File: config.mk
export PLATFORM = sky130hd
export DESIGN_NAME = dcache_port_sched
export DESIGN_NICKNAME = d
export VERILOG_FILES = /design/src/rtl/dcache_port_sched_pkg.sv /design/src/rtl/dcache_port_sched_sb_fifo.sv /design/src/rtl/dcache_port_sched.sv
export SDC_FILE = /design/constraint.sdc
export NUM_CORES = 1
export LEC_CHECK = 0
export CAP_MARGIN = 10
export CELL_PAD_IN_SITES_DETAIL_PLACEMENT = 1
export CELL_PAD_IN_SITES_GLOBAL_PLACEMENT = 1
export CORE_ASPECT_RATIO = 2
export CORE_MARGIN = 8
export CORE_UTILIZATION = 51
export DETAILED_ROUTE_END_ITERATION = 8
export PLACE_DENSITY_LB_ADDON = 0.1
export SLEW_MARGIN = 15
export SYNTH_ARGS = -nofsm -noshare
export SYNTH_HDL_FRONTEND = slang
export SYNTH_SLANG_ARGS = --single-unit
File: constraint.sdc
create_clock -name clk -period 10.53 [get_ports clk]
set_clock_uncertainty 0.05 [all_clocks]
set_input_delay 1.053 -clock clk [delete_from_list [all_inputs] [get_ports clk]]
set_output_delay 1.053 -clock clk [all_outputs]
set_load 0.005 [all_outputs]
File: src/rtl/dcache_port_sched_pkg.sv
`default_nettype none
// ============================================================================
// Module : dcache_port_sched_pkg
// Brief  : Shared types and default sizes for the DCache port scheduler.
// Rev    : 1.0  initial release
// ============================================================================
package dcache_port_sched_pkg;

    localparam int c_CACHE_WIDTHE  = 6;
    localparam int c_CACHE_DEEPTHE = 6;
    localparam int c_ADDR_W        = 12;
    localparam int c_SB_DEPTH      = 4;
    localparam int c_STARVE_LIMIT  = 8;

    typedef enum logic [0:0] {
        SB_RUN   = 1'b0,
        SB_FLUSH = 1'b1
    } sb_state_e;

    typedef struct packed {
        logic [c_ADDR_W-1:0]             addr;
        logic [2**c_CACHE_WIDTHE-1:0]    data;
        logic [2**c_CACHE_WIDTHE-1:0]    mask;
    } sb_entry_t;

endpackage
`default_nettype wire

File: src/rtl/dcache_port_sched_sb_fifo.sv
`default_nettype none
// ============================================================================
// Module : sb_fifo
// Brief  : Circular store buffer with head read and per-entry address match.
// Rev    : 1.0  initial release
// ============================================================================
module sb_fifo #(
    parameter int DEPTH  = 4,
    parameter int ADDR_W = 12,
    parameter int DATA_W = 64
) (
    input  logic                         clk,
    input  logic                         rst,
    input  logic                         i_push,
    input  logic [ADDR_W-1:0]            i_addr,
    input  logic [DATA_W-1:0]            i_data,
    input  logic [DATA_W-1:0]            i_mask,
    input  logic                         i_pop,
    output logic [ADDR_W-1:0]            o_head_addr,
    output logic [DATA_W-1:0]            o_head_data,
    output logic [DATA_W-1:0]            o_head_mask,
    output logic [$clog2(DEPTH+1)-1:0]   o_count,
    output logic                         o_full,
    output logic                         o_empty,
    input  logic [ADDR_W-1:0]            i_match_addr,
    output logic [DEPTH-1:0]             o_match
);
    localparam int c_PW = $clog2(DEPTH);
    localparam int c_CW = $clog2(DEPTH+1);

    logic [ADDR_W-1:0] r_addr [DEPTH];
    logic [DATA_W-1:0] r_data [DEPTH];
    logic [DATA_W-1:0] r_mask [DEPTH];
    logic [c_PW-1:0]   r_wr_ptr;
    logic [c_PW-1:0]   r_rd_ptr;
    logic [c_CW-1:0]   r_count;

    always_ff @(posedge clk) begin
        if (rst) begin
            r_wr_ptr <= '0;
            r_rd_ptr <= '0;
            r_count  <= '0;
        end else begin
            if (i_push) r_wr_ptr <= r_wr_ptr + 1'b1;
            if (i_pop)  r_rd_ptr <= r_rd_ptr + 1'b1;
            case ({i_push, i_pop})
                2'b10:   r_count <= r_count + 1'b1;
                2'b01:   r_count <= r_count - 1'b1;
                default: r_count <= r_count;
            endcase
        end
    end

    always_ff @(posedge clk) begin
        if (i_push) begin
            r_addr[r_wr_ptr] <= i_addr;
            r_data[r_wr_ptr] <= i_data;
            r_mask[r_wr_ptr] <= i_mask;
        end
    end

    assign o_head_addr = r_addr[r_rd_ptr];
    assign o_head_data = r_data[r_rd_ptr];
    assign o_head_mask = r_mask[r_rd_ptr];
    assign o_count     = r_count;
    assign o_full      = (r_count == c_CW'(DEPTH));
    assign o_empty     = (r_count == '0);

    // An entry is live when its distance from the read pointer is below the count.
    for (genvar i = 0; i < DEPTH; i++) begin : g_match
        logic [c_PW-1:0] w_off;
        assign w_off      = c_PW'(i) - r_rd_ptr;
        assign o_match[i] = ({1'b0, w_off} < r_count) && (r_addr[i] == i_match_addr);
    end

endmodule
`default_nettype wire

File: src/rtl/dcache_port_sched.sv
`default_nettype none
// ============================================================================
// Module : dcache_port_sched
// Brief  : Arbitrates the single DCache port between loads and store drain.
// Rev    : 1.0  initial release
// ============================================================================
module dcache_port_sched
    import dcache_port_sched_pkg::*;
#(
    parameter int CACHE_WIDTHE  = c_CACHE_WIDTHE,
    parameter int CACHE_DEEPTHE = c_CACHE_DEEPTHE,
    parameter int ADDR_W        = c_ADDR_W,
    parameter int SB_DEPTH      = c_SB_DEPTH,
    parameter int STARVE_LIMIT  = c_STARVE_LIMIT
) (
    input  logic                          clk,
    input  logic                          rst,
    input  logic                          st_valid,
    output logic                          st_ready,
    input  logic [ADDR_W-1:0]             st_addr,
    input  logic [2**CACHE_WIDTHE-1:0]    st_data,
    input  logic [2**CACHE_WIDTHE-1:0]    st_mask,
    input  logic                          ld_valid,
    input  logic [ADDR_W-1:0]             ld_addr,
    output logic                          ld_grant,
    output logic                          ld_stall,
    input  logic                          flush_req,
    output logic                          flush_done,
    output logic                          dc_en,
    output logic                          dc_wr_en,
    output logic [ADDR_W-1:0]             dc_addr,
    output logic [2**CACHE_WIDTHE-1:0]    dc_wr_data,
    output logic [2**CACHE_WIDTHE-1:0]    dc_wr_mask,
    output logic [$clog2(SB_DEPTH+1)-1:0] sb_count
);
    localparam int c_DW  = 2**CACHE_WIDTHE;
    localparam int c_CW  = $clog2(SB_DEPTH+1);
    localparam int c_SCW = $clog2(STARVE_LIMIT+1);

    if (SB_DEPTH < 2 || (SB_DEPTH & (SB_DEPTH-1)) != 0 || CACHE_DEEPTHE > ADDR_W) begin : g_param_check
        $error("dcache_port_sched: illegal parameter combination");
    end

    sb_state_e        r_state;
    logic [c_SCW-1:0] r_starve;

    logic              w_push;
    logic              w_drain;
    logic              w_load;
    logic              w_conflict;
    logic              w_full;
    logic              w_empty;
    logic [c_CW-1:0]   w_count;
    logic [SB_DEPTH-1:0] w_match;
    logic [ADDR_W-1:0] w_head_addr;
    logic [c_DW-1:0]   w_head_data;
    logic [c_DW-1:0]   w_head_mask;

    sb_fifo #(
        .DEPTH  (SB_DEPTH),
        .ADDR_W (ADDR_W),
        .DATA_W (c_DW)
    ) u_sb_fifo (
        .clk          (clk),
        .rst          (rst),
        .i_push       (w_push),
        .i_addr       (st_addr),
        .i_data       (st_data),
        .i_mask       (st_mask),
        .i_pop        (w_drain),
        .o_head_addr  (w_head_addr),
        .o_head_data  (w_head_data),
        .o_head_mask  (w_head_mask),
        .o_count      (w_count),
        .o_full       (w_full),
        .o_empty      (w_empty),
        .i_match_addr (ld_addr),
        .o_match      (w_match)
    );

    assign st_ready   = !w_full && (r_state == SB_RUN) && !rst;
    assign w_push     = st_valid && st_ready;
    // A store accepted this cycle is not yet in the buffer but still blocks a same-address load.
    assign w_conflict = (|w_match) || (w_push && (st_addr == ld_addr));

    always_comb begin
        w_drain = 1'b0;
        w_load  = 1'b0;
        if (!rst) begin
            if (!w_empty && (r_state == SB_FLUSH || r_starve == c_SCW'(STARVE_LIMIT)))
                w_drain = 1'b1;
            else if (ld_valid && !w_conflict)
                w_load = 1'b1;
            else if (!w_empty)
                w_drain = 1'b1;
        end
    end

    assign ld_grant   = w_load;
    assign ld_stall   = ld_valid && !w_load;
    assign dc_en      = w_load || w_drain;
    assign dc_wr_en   = w_drain;
    assign dc_addr    = w_drain ? w_head_addr : ld_addr;
    assign dc_wr_data = w_drain ? w_head_data : '0;
    assign dc_wr_mask = w_drain ? w_head_mask : '0;
    assign flush_done = !rst && (r_state == SB_FLUSH) && w_empty;
    assign sb_count   = w_count;

    always_ff @(posedge clk) begin
        if (rst) begin
            r_state  <= SB_RUN;
            r_starve <= '0;
        end else begin
            case (r_state)
                SB_RUN:   if (flush_req) r_state <= SB_FLUSH;
                SB_FLUSH: if (w_empty)   r_state <= SB_RUN;
                default:  r_state <= SB_RUN;
            endcase
            if (w_drain || w_empty)
                r_starve <= '0;
            else if (w_load && r_starve != c_SCW'(STARVE_LIMIT))
                r_starve <= r_starve + 1'b1;
        end
    end

endmodule
`default_nettype wire
**Yosys cells after proc, flatten, opt, wreduce, memory -nomap -nowiden**

Memory sizes are Yosys's and may differ from the RTL's. A register that Yosys moved wholly into a read port is not among the register bits.
Cells that the tools add are included.

- Flip-flop bits (word level): 12
- RAM bits: 560
- Input bits: 157
- Output and inout port bits: 149
- Memories kept: 3

- $add $sub $neg: 9
- $lt $le $gt $ge: 4
- Equal/unequal tests: 10
- Multiplexer cells: 21
- Bitwise gates (word level): 1
- Reduce and logical (&&, ||, !) cells: 27

Memory list:

| memory | words | bits a word | rd ports | clocked after memory_dff | write ports | RTL line | text |
|---|---|---|---|---|---|---|---|
| u_sb_fifo.r_data | 4 | 64 | 1 | 1 | 1 | dcache_port_sched_sb_fifo.sv:32 | `logic [DATA_W-1:0] r_data [DEPTH];` |
| u_sb_fifo.r_mask | 4 | 64 | 1 | 1 | 1 | dcache_port_sched_sb_fifo.sv:33 | `logic [DATA_W-1:0] r_mask [DEPTH];` |
| u_sb_fifo.r_addr | 4 | 12 | 5 | 1 | 1 | dcache_port_sched_sb_fifo.sv:31 | `logic [ADDR_W-1:0] r_addr [DEPTH];` |

Operator list:

| operator | count |
|---|---|
| two-way mux 64 bit | 2 |
| equality test 12 bit | 5 |
| logical AND 1 bit | 14 |
| less-than comparator 2 x 3 -> 1 bit | 4 |
| two-way mux 12 bit | 1 |
| two-way mux 2 bit | 6 |
| two-way mux 1 bit | 10 |
| one-hot mux 3 bit (2 select lines) | 1 |
| zero test 1 bit | 5 |
| adder 2 x 1 -> 2 bit (second input constant) | 2 |
| adder 4 x 1 -> 4 bit (second input constant) | 1 |
| equality test 4 bit (second input constant) | 1 |
| logical OR 1 bit | 4 |
| != test 4 bit (second input constant) | 1 |
| OR reduction 4 bit | 1 |
| subtractor 1 x 2 -> 2 bit (first input constant) | 2 |
| subtractor 2 bit (first input constant) | 2 |
| adder 3 x 1 -> 3 bit (second input constant) | 1 |
| equality test 3 bit (second input constant) | 1 |
| zero test 3 bit | 1 |
| subtractor 3 x 1 -> 3 bit (second input constant) | 1 |
| equality test 2 x 1 -> 1 bit (second input constant) | 1 |
| equality test 2 bit (second input constant) | 1 |
| one-hot mux 1 bit (2 select lines) | 1 |
| other kinds (3) | 3 |

**Depth between registers and ports, before layout**

- Depth in word-level cells: 14
- Mapped depth: 15

**By module**

Synthesis repeated with hierarchy kept, for this count alone.

- Cell total of the unflattened synthesis: 1080
- Area, all modules: 22881.9 µm²

By module, submodules not included:

| module | times used | cells an instance | area an instance (µm²) | seq. area each (µm²) |
|---|---|---|---|---|
| sb_fifo | 1 | 870 | 21302.9 | 16996.3 |
| dcache_port_sched | 1 | 210 | 1579.0 | 100.1 |

**Worst setup path after synthesis**

OpenSTA, ideal clock, no wires.

- Path type: in2reg
- Start: in rst
- End: mem u_sb_fifo.r_addr[0][0], enable pin
- Library setup time: 516 ps
- Arrival: 4954 ps
- Data required time: 9964 ps
- Slack: 5010 ps
- Cell stages on the path: 3
- Cells stage by stage: clkbuf_1 > nor4b_4 > and2_1

- Cells in the longest elaborated chain, start to end: 5

Ends and longest elaborated chain:

| item | RTL line | text |
|---|---|---|
| from (decl) | dcache_port_sched.sv:17 | `input logic rst,` |
| zero test 1 bit | dcache_port_sched.sv:81 | `assign st_ready = !w_full && (r_state == SB_RUN) && !rst;` |
| logical AND 1 bit | dcache_port_sched.sv:81 |  |
| logical AND 1 bit | dcache_port_sched.sv:82 | `assign w_push = st_valid && st_ready;` |
| two-way mux 1 bit | dcache_port_sched_sb_fifo.sv:55 | `if (i_push) begin` |
| two-way mux 1 bit (implied by the code) | dcache_port_sched_sb_fifo.sv:56 | `r_addr[r_wr_ptr] <= i_addr;` |
| to (decl) | dcache_port_sched_sb_fifo.sv:31 |  |

Every way passes these cells.

**Worst setup path after layout**

- Start: in rst
- End: out dc_wr_data[33]

- Cells in the longest elaborated chain, start to end: 11

Ends and longest elaborated chain:

| item | RTL line | text |
|---|---|---|
| zero test 1 bit | dcache_port_sched.sv:81 |  |
| logical AND 1 bit | dcache_port_sched.sv:81 |  |
| logical AND 1 bit | dcache_port_sched.sv:82 |  |
| logical AND 1 bit | dcache_port_sched.sv:84 | `assign w_conflict = (\|w_match) \|\| (w_push && (st_addr == ld_addr));` |
| logical OR 1 bit | dcache_port_sched.sv:84 |  |
| zero test 1 bit | dcache_port_sched.sv:92 | `else if (ld_valid && !w_conflict)` |
| logical AND 1 bit | dcache_port_sched.sv:92 |  |
| two-way mux 1 bit | dcache_port_sched.sv:92 |  |
| two-way mux 1 bit | dcache_port_sched.sv:90 | `if (!w_empty && (r_state == SB_FLUSH \|\| r_starve == c_SCW'(STARVE_LIMIT)))` |
| two-way mux 1 bit * | dcache_port_sched.sv:89 | `if (!rst) begin` |
| two-way mux 64 bit * | dcache_port_sched.sv:104 | `assign dc_wr_data = w_drain ? w_head_data : '0;` |
| to (decl) | dcache_port_sched.sv:32 | `output logic [2**CACHE_WIDTHE-1:0] dc_wr_data,` |

Mark *: on every way between the ends. The rest lies on a longest branch, timed or not.

==> flow_summary.json <==
{
  "status": "completed",
  "relSlewSlack_pct": 30.5,
  "finalNetCount": 1562,
  "cp.required_ns": 9.43,
  "synth_top_area_share_pct": 73.6,
  "syn_avg_cell_area_um2": 21.1,
  "numCtsBuffers": 49,
  "cp_cell_sequence": "clkdlybuf4s50_1 > nor4b_4 > nand4_1 > o21ai_2 > o31ai_4 > buf_4 > buf_4 > nor2b_1 > clkdlybuf4s50_1",
  "overflow": 0,
  "vias": 11100,
  "min_period_ns": 6.15,
  "drtIter0Drc": 567,
  "fin_hold_ws_ns": 0.557,
  "clk_latency_ns": 0.56,
  "dp_cells": 1901,
  "cts.root.buffer_cell": "clkbuf_16",
  "port_buffers": 305,
  "ys_async_sr_fraction_pct": 0,
  "area_delta_synth_final_pct": 23.3,
  "min-delay-start": "u_sb_fifo.r_wr_ptr[0]",
  "postCtsResizedCells": 0,
  "globalplace.congestion": 0.812,
  "core_area_um2": 44600,
  "cts_sinks": 574,
  "dieHeight_um": 315,
  "grt_first_pass_wirelength_um": 79300,
  "grt_max_degree": 112,
  "period_share_pct": 58.4,
  "clk_pin_slew_worst_paths_ns": 0.06,
  "power.density_nw_per_um2": 184,
  "num_io_pins": 306,
  "antenna_found_initial": 9,
  "leakagePower_nw": 8.82,
  "clk_path_buf_depth": 3,
  "setup_viol": 0,
  "initial_utilization_pct": 51.3,
  "setup_tns_ns": 0,
  "synth_ff_type": "edfxtp_1",
  "maxSlewViolCount": 0,
  "wire_per_inst_um": 26.2,
  "syn_inst": 1084,
  "synth_edf_count": 560,
  "htree_levels": 2,
  "drtAntennaViolNets": 0,
  "cp_max_fo": 48,
  "cts_setup_buffers": 0,
  "grt_pass1_vias": 12700,
  "ys_top_cells_by_area": "edfxtp_1 (74%), mux4_2 (14%), nor2b_1 (3.5%), xor2_1 (2.1%), dfxtp_1 (1.2%)",
  "tightest_slew_ns": 1.04,
  "num_rows": 110,
  "ys_seq_area_share_pct": 74.8,
  "track_usage_pct": 19.9,
  "critPathLaunch": "rst",
  "ys_seq_elements": 574,
  "worstPathArrival_ns": 5.05,
  "cap_violations": 0,
  "drcViolationCount": 0,
  "cpMaxStageDelayCell": "clkdlybuf4s50_1",
  "drive_gt1_share_pct": 18.1,
  "syn_nets": 1253,
  "slowest_delay_ns": 0.98,
  "hold_viol_final": 0,
  "ctsHoldBuffers": 0,
  "yosysUniqueCellTypes": 44,
  "hp-class": "flip-flop to flip-flop",
  "ys_warn_count": 0,
  "dp_hpwl_um": 33400,
  "end_kind": "output pin",
  "worstSetupPathType": "input pin to output pin",
  "syn_area_um2": 22900,
  "fp.dieW_um": 166,
  "die_area_um2": 52300,
  "via_per_inst": 5.58,
  "finish.utilization_pct": 63.2,
  "rsz0062_at_grt": "no",
  "cts_tree": "yes",
  "r2r-start": "u_sb_fifo.o_count[2]",
  "start_kind": "input pin",
  "yosysTopAreaCell": "edfxtp_1",
  "fmax_ghz": 0.163,
  "firstDrtPassIters": 4,
  "final_cells": 1997,
  "drt-total-wl_um": 52300,
  "ir_drop_uv": 175
}
## worst paths after layout
path                       endpoint  slack, ns  cells after the start
min reg2reg   u_sb_fifo.r_wr_ptr[0]       0.56                      2
min           u_sb_fifo.r_wr_ptr[0]       0.56                      2
max                  dc_wr_data[33]       4.38                      9
max reg2reg  u_sb_fifo.r_mask[1][6]       6.58                      5
## power by group
group	leakage (nW)	internal [mW]	switching, mW
sequential	5.19	2.57	0.0423
clock	0.827	1.11	0.785
combinational	2.81	0.389	0.288
## metal layers
| layer | global-route usage [%] | wire (um) | up-vias |
|---|---|---|---|
| li1 | - | - | 4949 |
| met1 | 24.2 | 20800 | 5782 |
| met2 | 34.4 | 26700 | 328 |
| met3 | 5.44 | 3580 | 76 |
| met4 | 5.37 | 1030 | 10 |
| met5 | 0 | 66 | - |
## final cells by class
class	instances	area, um^2
diodes	4	10.0
clock buffers	60	1310
clock inverters	31	385
fillers	3669	16400
inverters	13	48.8
multi-input cells	435	5430
flip-flops and latches	574	17100
well taps	560	701
repair buffers	320	3190
## sequential cells by signal, indices dropped and copies added (netlist names), named ones only
register and cells:
u_sb_fifo.r_data 256, u_sb_fifo.r_mask 256, u_sb_fifo.r_addr 48, r_starve 4
u_sb_fifo.o_count 3, u_sb_fifo.r_rd_ptr 2, u_sb_fifo.r_wr_ptr 2, r_state 1
## worst max-delay path, delay by kind of cell
family                 cells  cell delay, ns
AO/OA/AOI/OAI              2            0.78
buffers and inverters      4            2.61
AND/OR/NAND/NOR            3            0.51
## synthesized netlist by cell type (all sizes together) (2+ instances only)
cell / number
nor2b: 129
edfxtp: 560
dfxtp: 14
a21boi: 2
and2: 8
inv: 13
clkbuf: 33
o21bai: 2
ha: 11
a21oi: 5
o21ai: 2
xnor2: 12
nor4: 13
buf: 29
nor4b: 2
mux2: 15
nand4: 4
nor2: 13
xor2: 55
o211ai: 3
nor3: 2
or3: 2
mux4: 140
o31ai: 2
## layout by cell type, fill, tap and decap left out, drive strengths merged, types with 2 or more instances in the layout
master and instances:
a21boi 2, a21oi 5, and2 8, buf 15, bufinv 9, clkbuf 60
clkdlybuf4s50 305, clkinv 17, clkinvlp 2, dfxtp 14, diode 4, edfxtp 560
ha 11, inv 16, mux2 15, mux4 140, nand4 4, nor2 13
nor2b 129, nor3 2, nor4 13, nor4b 2, o211ai 3, o21ai 2
o21bai 2, o31ai 2, or3 2, xnor2 12, xor2 55
## logic make-up (layout without fill, tap and decap cells)
kind of cell               after synthesis  after routing  share of synthesized area (%)
DFF                                    574            574                           74.8
and+or+nand+nor                        179            179                           4.87
muxes                                  156            156                           14.8
buffers and inverters                   75            424                           1.47
xor gates and xnor gates                67             67                           2.57
AOI/OAI and AO/OA                       21             21                          0.827
adders and majority gates               12             12                          0.690
other                                    0              4                              0
## metrics by stage
step,worst slack [ns],power [mW],cell area [um^2]
2_1_floorplan,5.01,3.06,22900
3_3_place_gp,4.08,3.33,26500
3_5_place_dp,3.80,3.35,26500
4_1_cts,3.77,5.24,28100
5_1_grt,4.12,5.35,28200
6_report,4.38,5.18,28200
(Power assumes the default switching activity.)
